==> config.mk <==
export PLATFORM = sky130hd
export DESIGN_NAME = fwd_hazard_ctrl
export DESIGN_NICKNAME = d
export VERILOG_FILES = /design/src/rtl/fwd_hazard_ctrl.sv
export SDC_FILE = /design/constraint.sdc
export NUM_CORES = 1
export LEC_CHECK = 0
export BUFFER_PORTS_ARGS = -buffer_cell sky130_fd_sc_hd__clkbuf_2
export CAP_MARGIN = 20
export CORE_MARGIN = 2
export CORE_UTILIZATION = 45
export CTS_BUF_LIST = sky130_fd_sc_hd__clkbuf_16
export DETAILED_ROUTE_END_ITERATION = 10
export MAX_ROUTING_LAYER = met4
export PLACE_DENSITY = 0.77
export SLEW_MARGIN = 20
export SYNTH_ARGS = -nofsm -noshare
export SYNTH_HDL_FRONTEND = slang
export SYNTH_SLANG_ARGS = --single-unit
==> constraint.sdc <==
create_clock -name clk -period 1.65 [get_ports clk]
set_clock_uncertainty 0.1 [all_clocks]
set_input_delay 0.0825 -clock clk [delete_from_list [all_inputs] [get_ports clk]]
set_output_delay 0.0825 -clock clk [all_outputs]
set_load 0.01 [all_outputs]
==> src/rtl/fwd_hazard_ctrl.sv <==
// Operand forwarding selects and load-use hazard control for a 5-stage pipeline.
// Selects are computed from the EX/MEM shadows before they shift, so they are ready when the instruction enters EX.
module fwd_hazard_ctrl #(
  parameter int REG_AW = 5,
  parameter int CNT_W  = 16
) (
  input  logic              clk,
  input  logic              rst_n,
  input  logic              id_valid,
  input  logic [REG_AW-1:0] id_rs,
  input  logic [REG_AW-1:0] id_rt,
  input  logic              id_use_rs,
  input  logic              id_use_rt,
  input  logic [REG_AW-1:0] id_dst,
  input  logic              id_regwrite,
  input  logic              id_memread,
  input  logic              ext_stall,
  input  logic              flush,
  output logic [1:0]        fwd_a_sel,
  output logic [1:0]        fwd_b_sel,
  output logic              stall,
  output logic              bubble,
  output logic [CNT_W-1:0]  stall_cnt
);

  typedef struct packed {
    logic              valid;
    logic [REG_AW-1:0] dst;
    logic              regwrite;
    logic              memread;
  } ex_sh_t;

  // Past EX only the write target matters; the WB data path is selected
  // while its producer is still in MEM, so no WB shadow is kept.
  typedef struct packed {
    logic              valid;
    logic [REG_AW-1:0] dst;
    logic              regwrite;
  } mem_sh_t;

  typedef enum logic {RUN, STALL} state_t;

  ex_sh_t  ex;
  mem_sh_t mem;
  state_t  state;

  function automatic logic writes(input logic v, input logic rw,
                                  input logic [REG_AW-1:0] d,
                                  input logic [REG_AW-1:0] r);
    return v && rw && (d == r) && (r != '0);
  endfunction

  function automatic logic [1:0] pick(input logic use_r, input logic ex_w,
                                      input logic mem_w);
    if (!use_r)     return 2'b00;
    else if (ex_w)  return 2'b01;
    else if (mem_w) return 2'b10;
    else            return 2'b00;
  endfunction

  logic ex_wr_rs, ex_wr_rt, mem_wr_rs, mem_wr_rt, hazard;
  logic [1:0] sel_a, sel_b;

  always_comb begin
    ex_wr_rs  = writes(ex.valid, ex.regwrite, ex.dst, id_rs);
    ex_wr_rt  = writes(ex.valid, ex.regwrite, ex.dst, id_rt);
    mem_wr_rs = writes(mem.valid, mem.regwrite, mem.dst, id_rs);
    mem_wr_rt = writes(mem.valid, mem.regwrite, mem.dst, id_rt);
    hazard    = ex.valid && ex.memread && id_valid && !flush &&
                ((id_use_rs && ex_wr_rs) || (id_use_rt && ex_wr_rt));
    stall     = hazard && !ext_stall;
    bubble    = (hazard || flush) && !ext_stall;
    sel_a     = pick(id_use_rs, ex_wr_rs, mem_wr_rs);
    sel_b     = pick(id_use_rt, ex_wr_rt, mem_wr_rt);
  end

  always_ff @(posedge clk or negedge rst_n) begin
    if (!rst_n) begin
      ex        <= '0;
      mem       <= '0;
      fwd_a_sel <= 2'b00;
      fwd_b_sel <= 2'b00;
      stall_cnt <= '0;
      state     <= RUN;
    end else if (!ext_stall) begin
      mem <= '{valid: ex.valid, dst: ex.dst, regwrite: ex.regwrite};
      if (bubble) begin
        ex        <= '0;
        fwd_a_sel <= 2'b00;
        fwd_b_sel <= 2'b00;
      end else begin
        ex        <= '{valid: id_valid, dst: id_dst, regwrite: id_regwrite,
                       memread: id_memread};
        fwd_a_sel <= sel_a;
        fwd_b_sel <= sel_b;
      end
      // The re-checked consumer sees the load in MEM, so STALL always returns to RUN.
      case (state)
        RUN:     state <= stall ? STALL : RUN;
        default: state <= RUN;
      endcase
      if (stall && (stall_cnt != '1)) stall_cnt <= stall_cnt + 1'b1;
    end
  end

endmodule
# --- After elaboration in Yosys (flattened, before gate mapping) ---
# Cells that the tools add are included.
op_classes:
  n_eq_ne: 5
  reduce_logical: 26
  bitwise: 1
  mux: 9
  add_sub_neg: 1
op_table:
  columns: ["op", "count"]
  rows:
  - ["$eq A5 B5 Y1", 4]
  - ["$logic_and A1 B1 Y1", 19]
  - ["$add A16 B1 Y16 const B", 1]
  - ["$mux W2", 8]
  - ["$ne A16 B16 Y1 const B", 1]
  - ["$reduce_bool A5 Y1", 2]
  - ["$mux W8", 1]
  - ["$logic_not A1 Y1", 2]
  - ["$logic_or A1 B1 Y1", 2]
  - ["$reduce_and A2 Y1", 1]
  - ["$not A1 Y1", 1]
totals:
  register_bits: 35
  out_inout_bits: 22
  input_bits: 24
  elab_cells: 52

# --- Depth between registers and ports, before layout ---
depth:
  ltp_word: 9
  depth_mapped: 7
  ltp_nobuf: 7

# --- Worst setup path after synthesis ---
# OpenSTA, ideal clock, no wires.
synth_path:
  path_type: "flip-flop to flip-flop"
  from: "register stall_cnt[2]"
  to: "register stall_cnt[9]"
  t_arrival_ns: 1.592
  path_stages_with_launch: 6
  path_slack_ns: -0.168
  setup_time_ns: 0.126
  synth_period_minus_slack_ns: 1.818
  path_cell_list: "dfrtp_1 > nand3_1 > or2_2 > nor4b_1 > nand4_1 > xnor2_1"
synth_via:
  elab_chain_cells: 3
synth_rtl:
  columns: ["element", "line_no", "text"]
  rows:
  - ["start: declaration", "23", "output logic [CNT_W-1:0] stall_cnt"]
  - ["start signal: assignment", "102", "if (stall && (stall_cnt != '1)) stall_cnt <= stall_cnt + 1'b1;"]
  - ["branches (longest 3 deep; another with $add A16 B1 Y16)", null, null]
# Several ways; the timed one is not identified.
# A chain may end at the register's enable or synchronous reset.

# --- Worst setup path after layout ---
layout_path:
  from: "register ex[2] (netlist name)"
  to: "register ex[5] (netlist name)"
layout_via:
  elab_chain_cells: 9
layout_rtl:
  columns: ["element", "line_no", "text"]
  rows:
  - ["start: declaration", "43", "ex_sh_t ex;"]
  - ["start signal: assignment", "92", "ex <= '{valid: id_valid, dst: id_dst, regwrite: id_regwrite,"]
  - ["$eq A5 B5 Y1", "50", "return v && rw && (d == r) && (r != '0);"]
  - ["$logic_and A1 B1 Y1 (2 in a row)", "50", null]
  - ["$logic_and A1 B1 Y1", "70", "((id_use_rs && ex_wr_rs) || (id_use_rt && ex_wr_rt));"]
  - ["$logic_or A1 B1 Y1 *", "70", null]
  - ["$logic_and A1 B1 Y1 *", "69", "hazard = ex.valid && ex.memread && id_valid && !flush &&"]
  - ["$logic_or A1 B1 Y1 *", "72", "bubble = (hazard || flush) && !ext_stall;"]
  - ["$logic_and A1 B1 Y1 *", "72", null]
  - ["$mux W8 *", "87", "if (bubble) begin"]
# Mark *: on every way between the ends. The rest lies on a longest branch, timed or not.

==> impl_metrics.tcl <==
set metrics [dict create \
    worst_slack_ns -0.3607 \
    tightest_slew_ns 0.4971 \
    clock.fmax_mhz 497.3 \
    max_stage_delay_ns 0.45 \
    violations "setup timing" \
    grt_usage_pct 27.65 \
    gp_congestion 0.8383 \
    area_delta_synth_final_pct 68.26 \
    seq_area_frac_synth_pct 47.68 \
    wl_met1_mm 2.570 \
    synth_ff_type "dfrtp_1" \
    path_buf_inv 2 \
    port_buffers 45 \
    worst-path-max-fanout 8 \
    rsz0062_at_grt "true" \
    first_pass_iters 4 \
    netlist_instances 171 \
    synth_cell_types 30 \
    ir_drop_mv 0.5369 \
    power_leakage_nw 1.574 \
    path_class "reg2reg" \
    worstHoldPathType "in2reg" \
    vias 1932 \
    top_layer "met4" \
    synthTopCellsByArea "dfrtp_1 (48%), xor2_1 (8.6%), xnor2_1 (8.1%), mux2_2 (4.9%), a22o_1 (3.8%)" \
    dpl_worst_slack_ns -0.2816 \
    grt_pass1_vias 1922 \
    grt_pass1_wl_mm 9.032 \
    crit_path_start "ex[2]" \
    worstPathCellList "xnor2_2, and2_4, and4b_4, o21a_4, buf_4, nor3_4, buf_12, a22o_1" \
    synth_nets 196 \
    grt_max_degree 22 \
    synth_top_area_share_pct 47.68 \
    syn_area_per_cell_um2 10.74 \
    die_area_mm2 0.004609 \
    num-nets-final 318 \
    max_cap_viol_count 0 \
    wl_per_cell_um 19.37 \
    maxSlewViolCount 0 \
    end_kind "flip-flop" \
    antenna_cells 0 \
    timing.rr.start "ex[2]" \
    clock_path_buffers 2 \
    crit_family "simple AND/OR/NAND/NOR gates" \
    synth_area_leader_cell "dfrtp_1" \
    chipWidth_um 67.89 \
    ys_ff_latch 35 \
    wl_met3_um 475 \
    finalWirelength_mm 6.645 \
    powerDensity_mw_per_mm2 715.2 \
    ant_nets 0 \
    finalHoldViolCount 0 \
    dp_hpwl_mm 3.519 \
    cp-start-kind "flip-flop" \
    status "finished with violations" \
    async_reset_ff_share_pct 100.0 \
    period_minus_slack_ns 2.011 \
    wl_met2_mm 3.301 \
    relSlewSlack_pct 66.86 \
    die_h_um 67.89 \
    initial_core_util_pct 46.25 \
    rows 23 \
    clock_sinks 35 \
    syn-cell-area_mm2 0.001837 \
    drtIter0Drc 214 \
    slowest_stage "dfrtp_2" \
    min_period_over_period_pct 121.9 \
    cts.htree.levels 2 \
    grt_overflow_total 0 \
    drcViolationCount 0 \
    yosysWarnings 0 \
    clockRootBuffer "clkbuf_16" \
    hp-start "id_use_rs" \
    worst-endpoint-arrival_ns 2.07 \
    clk_latency_ns 0.29 \
    worstPathRequired_ns 1.71 \
    synth_edf_count 0 \
    core_area_mm2 0.003971 \
    antenna_found_initial 0 \
    vias_per_cell 5.633 \
    cts_tree "done" \
    layout-drive-gt1-share_pct 55.97 \
    setup_viol 28 \
    fin_total_pwr_w 0.002210 \
    clkTransAtPathRegs_ns 0.06 \
    numCtsBuffers 5 \
    io_pins 46 \
]
## cells by family after synthesis
| logic type | share of synthesized area [%] |
|---|---|
| AND/OR/NAND/NOR | 20.57 |
| flip-flops | 47.68 |
| buffers and inverters | 0.6130 |
| multiplexers | 4.905 |
| AO/OA/AOI/OAI | 8.855 |
| XOR/XNOR | 16.69 |
| adder cells (fa/ha/maj) | 0.6811 |
## synth_stat cells, drive strengths merged (6+ instances only)
library cell / number
nand4: 6
o21ai: 7
dfrtp: 35
nand2: 16
mux2: 8
nand3: 13
a22o: 8
xor2: 18
nor2: 11
xnor2: 17
## through the flow
stage	TNS, ns	std cells	hold slack (ns)	utilization, %	cell area (um2)
finish	-7.314	343	0.06536	77.82	3090
global route	-7.594	343	0.09812	77.82	3090
CTS	-4.424	334	0.06536	72.65	2885
detailed placement	-4.867	314	-0.03605	64.21	2550
global placement	-4.112	314	-0.04554	64.21	2550
floorplan	-0.8313	171	-0.3131	-	1882
## cell usage in the layout, fill, tap and decap left out, types with 5 or more instances in the layout
master         Yosys  final
mux2_2             8      7
buf_4              0     56
nor2_1            11      6
xor2_1            18     17
xnor2_1           17     13
nand4_1            6      6
clkbuf_2           0     43
clkbuf_16          0      5
nand3_1           13      9
dlygate4sd3_1      0      9
a22o_1             8      8
dfrtp_1           35     33
nand2_1           16     15
buf_6              0      7
## routing by layer
metal / vias to the layer above / GRT usage (%)
met5: - / -
li1: 859 / -
met4: 0 / 11.50
met1: 939 / 32.84
met2: 106 / 44.61
met3: 28 / 7.401
## layout make-up
cell class | instances | area, um2
inverters | 1 | 3.754
multi-input cells | 133 | 1167
clock inverters | 2 | 8.758
flip-flops and latches | 35 | 878.3
repair buffers | 117 | 844.6
fillers | 241 | 880.8
clock buffers | 5 | 125.1
well taps | 50 | 62.56
## worst reg2reg max path: stages, from the launching register on
cell and delay, ns:
dfrtp_2 0.45, xnor2_2 0.22, and2_4 0.18, and4b_4 0.28, o21a_4 0.16, buf_4 0.12, nor3_4 0.04, buf_12 0.14
a22o_1 0.19
## worst paths after layout
kind                                 to  slack (ns)  cells past startpoint
max                               ex[5]       -0.36                      8
max reg2reg                       ex[5]       -0.36                      8
min                        fwd_a_sel[1]        0.07                      5
min in group asynchronous        mem[5]        0.20                      2
min reg2reg                fwd_b_sel[0]        0.38                      2
max in group asynchronous         ex[3]        0.78                      3
## state kept, by name, indices dropped and copies added (netlist names)
register,count
ex,8
fwd_b_sel,2
mem,7
stall_cnt,16
fwd_a_sel,2
## power by group
| group | internal [W] | switching (W) |
|---|---|---|
| sequential | 0.000894 | 0.0000431 |
| clock | 0.000543 | 0.000359 |
| combinational | 0.000200 | 0.000171 |
## repair_timing
item | in CTS | in global routing
setup endpoints to repair | 28 | 28
resized for setup | 17 | 31
cloned | 1 | 0
pin swaps | 23 | 30
buffers inserted | 4 | 9
hold buffers | 9 | 0
hold endpoints to repair | 25 | 0
Power figures use the tool's default switching activity.
